$ cat src/rtl/line_xfer_engine.sv
// Cache line transfer engine: one 64-byte fill or writeback at a time, in 8 x 64-bit beats over the arbiter port.
// Optional watchdog enabled by defining LXE_WATCHDOG_EN.
module line_xfer_engine (
  input  logic         clk,
  input  logic         reset,
  input  logic         fill_req,
  input  logic [63:0]  fill_addr,
  input  logic         wb_req,
  input  logic [63:0]  wb_addr,
  input  logic [511:0] wb_data,
  output logic         busy,
  output logic         fill_done,
  output logic [511:0] fill_data,
  output logic         wb_done,
  output logic         xfer_err,
  output logic         reqcyc,
  input  logic         reqack,
  output logic [63:0]  req,
  output logic [12:0]  reqtag,
  input  logic         respcyc,
  input  logic [63:0]  resp,
  input  logic [12:0]  resptag,
  input  logic         writeack
);

  typedef enum logic [2:0] {IDLE, RD_REQ, RD_DATA, WR_REQ, WR_DATA, WR_WAIT} state_t;

  localparam logic [11:0] TAG_ID    = 12'h100;
  localparam logic [63:0] LINE_MASK = ~64'h3f;

  state_t         state, state_nxt;
  logic [2:0]     beat;
  logic [63:0]    line_addr;
  logic [511:0]   wb_line;
  logic           fill_done_q, wb_done_q;
  logic           wd_expire;

`ifdef LXE_WATCHDOG_EN
  // Counts consecutive cycles waiting on the arbiter; any beat or writeack restarts it.
  logic [9:0] wd_cnt;
  logic       wd_idle;
  logic       xfer_err_q;

  assign wd_idle   = (state == RD_DATA && !respcyc) || (state == WR_WAIT && !writeack);
  assign wd_expire = wd_idle && (wd_cnt == 10'd1023);

  always_ff @(posedge clk) begin
    if (reset) begin
      wd_cnt     <= '0;
      xfer_err_q <= 1'b0;
    end else begin
      xfer_err_q <= wd_expire;
      if (wd_idle && !wd_expire) wd_cnt <= wd_cnt + 10'd1;
      else                       wd_cnt <= '0;
    end
  end

  assign xfer_err = xfer_err_q;
`else
  assign wd_expire = 1'b0;
  assign xfer_err  = 1'b0;
`endif

  always_ff @(posedge clk) begin
    if (reset) state <= IDLE;
    else       state <= state_nxt;
  end

  always_comb begin
    state_nxt = state;
    reqcyc    = 1'b0;
    req       = '0;
    reqtag    = '0;
    case (state)
      IDLE: begin
        if (wb_req)        state_nxt = WR_REQ;
        else if (fill_req) state_nxt = RD_REQ;
      end
      RD_REQ: begin
        reqcyc = 1'b1;
        req    = line_addr;
        reqtag = {1'b1, TAG_ID};
        if (reqack) state_nxt = RD_DATA;
      end
      RD_DATA: begin
        if (wd_expire)                        state_nxt = IDLE;
        else if (respcyc && beat == 3'd7)     state_nxt = IDLE;
      end
      WR_REQ: begin
        reqcyc = 1'b1;
        req    = line_addr;
        reqtag = {1'b0, TAG_ID};
        if (reqack) state_nxt = WR_DATA;
      end
      WR_DATA: begin
        reqcyc = 1'b1;
        req    = wb_line[{beat, 6'b0} +: 64];
        reqtag = {1'b0, TAG_ID};
        if (reqack && beat == 3'd7) state_nxt = WR_WAIT;
      end
      WR_WAIT: begin
        if (wd_expire)     state_nxt = IDLE;
        else if (writeack) state_nxt = IDLE;
      end
      default: state_nxt = IDLE;
    endcase
  end

  // Request inputs are captured only on leaving IDLE; later changes are ignored.
  always_ff @(posedge clk) begin
    if (reset) begin
      beat        <= '0;
      line_addr   <= '0;
      wb_line     <= '0;
      fill_data   <= '0;
      fill_done_q <= 1'b0;
      wb_done_q   <= 1'b0;
    end else begin
      fill_done_q <= 1'b0;
      wb_done_q   <= 1'b0;
      case (state)
        IDLE: begin
          beat <= '0;
          if (wb_req) begin
            line_addr <= wb_addr & LINE_MASK;
            wb_line   <= wb_data;
          end else if (fill_req) begin
            line_addr <= fill_addr & LINE_MASK;
          end
        end
        RD_DATA: begin
          if (respcyc) begin
            fill_data[{beat, 6'b0} +: 64] <= resp;
            beat <= beat + 3'd1;
            if (beat == 3'd7) fill_done_q <= 1'b1;
          end
        end
        WR_DATA: begin
          if (reqack) beat <= beat + 3'd1;
        end
        WR_WAIT: begin
          if (writeack) wb_done_q <= 1'b1;
        end
        default: ;
      endcase
    end
  end

  assign busy      = (state != IDLE);
  assign fill_done = fill_done_q;
  assign wb_done   = wb_done_q;

  // Read beats must carry this engine's read tag.
  a_resp_tag: assert property (@(posedge clk) disable iff (reset)
    (state == RD_DATA && respcyc) |-> (resptag == {1'b1, TAG_ID}));

endmodule

$ cat config.mk
export PLATFORM = sky130hd
export DESIGN_NAME = line_xfer_engine
export DESIGN_NICKNAME = d
export VERILOG_FILES = /design/src/rtl/line_xfer_engine.sv
export SDC_FILE = /design/constraint.sdc
export NUM_CORES = 2
export LEC_CHECK = 0
export ABC_AREA = 1
export CAP_MARGIN = 20
export CORE_AREA = 2 2 511 513
export DETAILED_ROUTE_END_ITERATION = 6
export DIE_AREA = 0 0 513 515
export GPL_ROUTABILITY_DRIVEN = 0
export PLACE_DENSITY = 0.39
export SLEW_MARGIN = 10
export SYNTH_ARGS = -nofsm -noshare
export SYNTH_HDL_FRONTEND = slang
export SYNTH_SLANG_ARGS = --single-unit
export TNS_END_PERCENT = 5
$ cat constraint.sdc
create_clock -name clk -period 3.1 [get_ports clk]
set_input_delay 0.465 -clock clk [delete_from_list [all_inputs] [get_ports clk]]
set_output_delay 0.465 -clock clk [all_outputs]
set_load 0.02 [all_outputs]
**Word-level counts from Yosys, hierarchy flattened**

Cells that the tools add are included.

- Output and inout bits: 594
- Flip-flop bits (word level): 1096
- Bits of input ports: 724
- Logic and storage cells: 64

- Muxes and demuxes: 19
- Add/sub/neg operators: 2
- Shifts and indexed selects: 3
- Reduce and logical (&&, ||, !) cells: 16
- Equal/unequal tests: 14
- Bitwise logic cells: 3

Operators by type and width:

| kind | number |
|---|---|
| $bwmux W512 | 1 |
| $shift A64 B11 Y512 const A | 1 |
| $shiftx A512 B10 Y64 | 1 |
| $shiftx A64 B11 Y512 | 1 |
| $mux W64 | 2 |
| $pmux W64 S2 | 1 |
| $mux W3 | 9 |
| $pmux W13 S2 | 1 |
| $pmux W3 S6 | 1 |
| $ne A2 B2 Y1 const B | 7 |
| $neg A9 Y11 | 1 |
| $eq A3 B3 Y1 const B | 3 |
| $pmux W3 S3 | 1 |
| $eq A3 B2 Y1 const B | 2 |
| $reduce_and A2 Y1 | 3 |
| $reduce_and A6 Y1 | 1 |
| $reduce_bool A3 Y1 | 2 |
| $reduce_or A2 Y1 | 3 |
| $reduce_or A3 Y1 | 2 |
| $add A3 B1 Y3 const B | 1 |
| $eq A3 B1 Y1 const B | 1 |
| $logic_not A3 Y1 | 1 |
| $mux W1 | 3 |
| $ne A3 B3 Y1 const B | 1 |
| other kinds (4) | 7 |

**Depth between registers and ports, before layout**

- Depth after elaboration: 4
- Gate-level depth with buffers: 15
- Depth with buffers taken out: 10

**Least setup slack after synthesis**

Ideal clock, no wire load.

- Path type: register to register
- From: register beat[0]
- To: register fill_data[345]
- Stages on the path, launching flop included: 13
- Path buffers: 5
- Clock period less this slack: 2.543 ns
- Arrival time: 2.422 ns
- Data required time: 2.978 ns
- Library setup time: 0.122 ns
- Slack: 0.557 ns
- Cell sequence: dfxtp_1 > buf_2 > inv_2 > buf_2 > clkbuf_1 > ha_1 > ha_1 > inv_1 > nand3_1 > nor2_4 > buf_2 > buf_2 > a21oi_1

- Word-level cells in the longest chain between the ends: 3
- Elaborated cells on any way between the ends: 4
- Those cells by class: add/sub (1); shift (2); mux (1)

Ends and longest elaborated chain:

| element | RTL line | source |
|---|---|---|
| from (decl) | 32 | `logic [2:0] beat;` |
| from (signal assigned) | 134 | `beat <= beat + 3'd1;` |
| from (signal assigned) | 139 | `if (reqack) beat <= beat + 3'd1;` |
| $neg A9 Y11 (*) | 133 | `fill_data[{beat, 6'b0} +: 64] <= resp;` |
| $shiftx A64 B11 Y512 / $shift A64 B11 Y512 (equally long branches) | 133 |  |
| $bwmux W512 (*) | 133 |  |
| to (signal, indexed assignment) | 133 |  |
| to (decl) | 13 | `output logic [511:0] fill_data,` |

Mark *: on every way between the ends. The rest lies on a longest branch, timed or not.
A chain may end at the register's enable or synchronous reset.

**Worst setup path after layout**

- From: register beat[0]
- To: output port req[2]

- Word-level cells in the longest chain between the ends: 2

Ends and longest elaborated chain:

| element | RTL line | source |
|---|---|---|
| $shiftx A512 B10 Y64 | 97 | `req = wb_line[{beat, 6'b0} +: 64];` |
| $pmux W64 S2 | 74 | `case (state)` |
| to (decl) | 18 | `output logic [63:0] req,` |

No other way between the ends.

==> impl_metrics.json <==
{
  "grt_start_max_net_pins": 145,
  "finalPower_mw": 51.6,
  "multi_input_area_um2": 21100,
  "synth_top_area_frac": 0.482,
  "seq_area_frac_synth": 0.482,
  "area_growth_pct": 57.0,
  "grt_pass1_wl_um": 382000,
  "max-slew-margin-rel": 0.321,
  "fillCellCount": 28200,
  "cts_htree_levels": 4,
  "synth_top_area_cell": "dfxtp_1",
  "cts.path.max_buffers": 3,
  "fin_crit_ns": 3.08,
  "first_pass_iters": 7,
  "ys_types": 30,
  "syn_inst": 6350,
  "cp_data_required_time_ns": 2.63,
  "violations": "design-rule violations",
  "portBuffers": 1280,
  "p_clk_frac": 0.333,
  "status": "complete, but fails checks",
  "synth_top_family_by_area": "simple AND/OR/NAND/NOR gates",
  "wl_per_cell_um": 25.6,
  "netlist_top_cells_area": "dfxtp_1 (48%), nand2_1 (10%), a21oi_1 (10%)",
  "synthAdderAreaFrac": 0.00193,
  "post-route-drc-count": 1,
  "rows": 187,
  "track_usage": 0.205,
  "grt-ovfl-total": 0,
  "arrival_ns": 2.62,
  "cp_cell_sequence": "buf_8 > buf_16 > buf_16 > o211ai_1 > buf_4 > nand3_2 > and3_4 > buf_6",
  "critPathSlowestCell": "dfxtp_4",
  "hold_class": "in -> reg",
  "power.share.combinational": 0.339,
  "hold_violations": 0,
  "seqPwrFrac": 0.328,
  "power_switching_mw": 19.4,
  "clockRootBuffer": "clkbuf_16",
  "fmax_mhz": 325,
  "synth_compound_area_frac": 0.195,
  "cts_tree": "yes",
  "finClkSkew_ns": 0.0580,
  "final_nets": 8283,
  "via_per_inst": 4.44,
  "power_density_nw_per_um2": 726,
  "syn_area_per_cell_um2": 7.13,
  "cap_violations": 0,
  "slew_viol_final": 0,
  "setup_tns_ns": 0,
  "grt_antenna_before_repair": 45,
  "worstMarginPinSlew_ns": 1.02,
  "start_util": 0.175,
  "setup_viol": 0,
  "ys_warn_count": 0,
  "die-area_um2": 264000,
  "path_common_cell": "buf_16",
  "ir_worst_vdd_uv": 771,
  "cts_sinks": 1090,
  "core_region_area_um2": 259000,
  "finalCritPeriodShare": 0.994,
  "ant_nets": 0,
  "rsz0062_at_grt": "yes",
  "rrSetupSlack_ns": 0.16,
  "num_vias": 49200,
  "register_area_um2": 21800,
  "numCtsBuffers": 142,
  "synthMuxAreaShare": 0,
  "slowest_delay_ns": 0.37,
  "hpwl_um": 208000,
  "io_pins": 1318,
  "clk_pin_slew_ns": 0.06,
  "leakage_nw": 26.5,
  "crit_path_end_kind": "output pin",
  "cp_max_fo": 7,
  "die_y_um": 515,
  "die_w_um": 513,
  "path_class": "reg -> out",
  "grt_pass1_vias": 47700,
  "power.internal_mw": 32.3,
  "crit_path_start_kind": "flop",
  "wirelength_um": 284000,
  "swShare": 0.375,
  "ys_ff_latch": 1090,
  "clk_latency_ns": 0.82,
  "synth_area_um2": 45300,
  "drive_above_1_share": 0.114,
  "drtIter0Drc": 3723,
  "holdWs_ns": 0.0713,
  "synth_xor_xnor_area_share": 0,
  "yosys.area_share.simple": 0.237
}
power groups by stage:
| stage | Sequential, mW | Clock (mW) | Combinational [mW] |
|---|---|---|---|
| 4_1_cts | 16.9 | 17.7 | 17.4 |
| 5_1_grt | 17.1 | 18.1 | 19.0 |
| 2_1_floorplan | 17.2 | 0 | 8.48 |
| 3_5_place_dp | 17.2 | 0 | 15.6 |
| 6_report | 16.9 | 17.2 | 17.5 |
| 3_3_place_gp | 17.2 | 0 | 15.5 |
worst paths after layout:
| check | startpoint | cells past startpoint | endpoint |
|---|---|---|---|
| worst max-delay path | beat[0] | 8 | req[2] |
| worst max register to register | beat[0] | 14 | fill_data[23] |
| worst min-delay path | reset | 2 | wb_line[194] |
| worst min register to register | line_addr[60] | 2 | line_addr[60] |
critical path, delay by kind of cell, from the launching register on:
family / cells / cell delay, ns
buf+inv: 5 / 0.84
simple gates: 2 / 0.31
compound gates: 1 / 0.30
flops: 1 / 0.37
flip-flops by register name, summed over array words and instances (netlist names):
| register | count |
|---|---|
| beat | 3 |
| line_addr | 58 |
| fill_data | 512 |
| wb_done | 1 |
| state | 3 |
| fill_done | 1 |
| wb_line | 512 |
repair_timing:
item	CTS	global route
buffers inserted	55	15
endpoints found under the setup margin	65	112
cloned	29	10
hold buffers	0	0
resized for setup	560	162
pin swaps	52	42
Yosys cell counts:
cell      instances
nand2_1        1246
dfxtp_1        1090
a21oi_1         902
o21ai_0         729
nor2_1          692
nand3_1         622
inv_1           336
clkbuf_1        298
buf_2           198
a31oi_1          57
o21ai_1          49
buf_4            25
buf_1            24
buf_6            13
inv_2             9
nor3_1            8
ha_1              7
and3_1            6
nand2_2           6
nor2_4            6
o211ai_1          6
nand4_1           5
nor2_2            5
nor3b_1           4
nor3_4            2
clkinv_2          1
conb_1            1
nand3_2           1
nand4_4           1
o21ai_2           1
cells in the final DEF (no fill, tap or decap), types with 153 or more instances in the layout:
master / instances
a21oi_1: 887
buf_4: 158
clkbuf_16: 153
clkdlybuf4s50_1: 1213
dfxtp_1: 1086
inv_1: 333
nand2_1: 1170
nand3_1: 576
nor2_1: 688
o21ai_0: 664
cell type report:
cell class,count,area share
well taps,3402,0.0599
inverters,346,0.0190
clock inverters,53,0.0103
repair buffers,1603,0.248
repair inverters,2,0.000282
flip-flops and latches,1090,0.307
clock buffers,202,0.0575
multi-input cells,4367,0.297
diodes,22,0.000774
metal layers:
layer | share of wire | wire length (um) | vias up | track usage
met4 | 0.042 | 11900 | 26 | 0.0818
met2 | 0.51 | 145000 | 1747 | 0.373
met5 | 0.00060 | 171 | - | 0
met3 | 0.063 | 18000 | 381 | 0.0475
li1 | - | - | 23400 | -
met1 | 0.39 | 110000 | 23700 | 0.228
kinds of logic after synthesis:
kind of cell               count (synthesis)
AOI/OAI and AO/OA                       1744
adders and majority gates                  7
buffers and inverters                    904
DFF                                     1090
other                                      1
and+or+nand+nor                         2604
stage by stage:
stage | worst slack, ns | instance area (um^2) | utilization | instances
CTS | -0.105 | 70200 | 0.272 | 11000
global route | -0.0773 | 71100 | 0.275 | 11100
finish | 0.0197 | 71100 | 0.275 | 11100
global placement | -0.0607 | 62700 | 0.243 | 10700
detailed placement | -0.0400 | 62700 | 0.243 | 10700
floorplan | 0.557 | 45300 | - | 6361
Power figures use the tool's default switching activity.
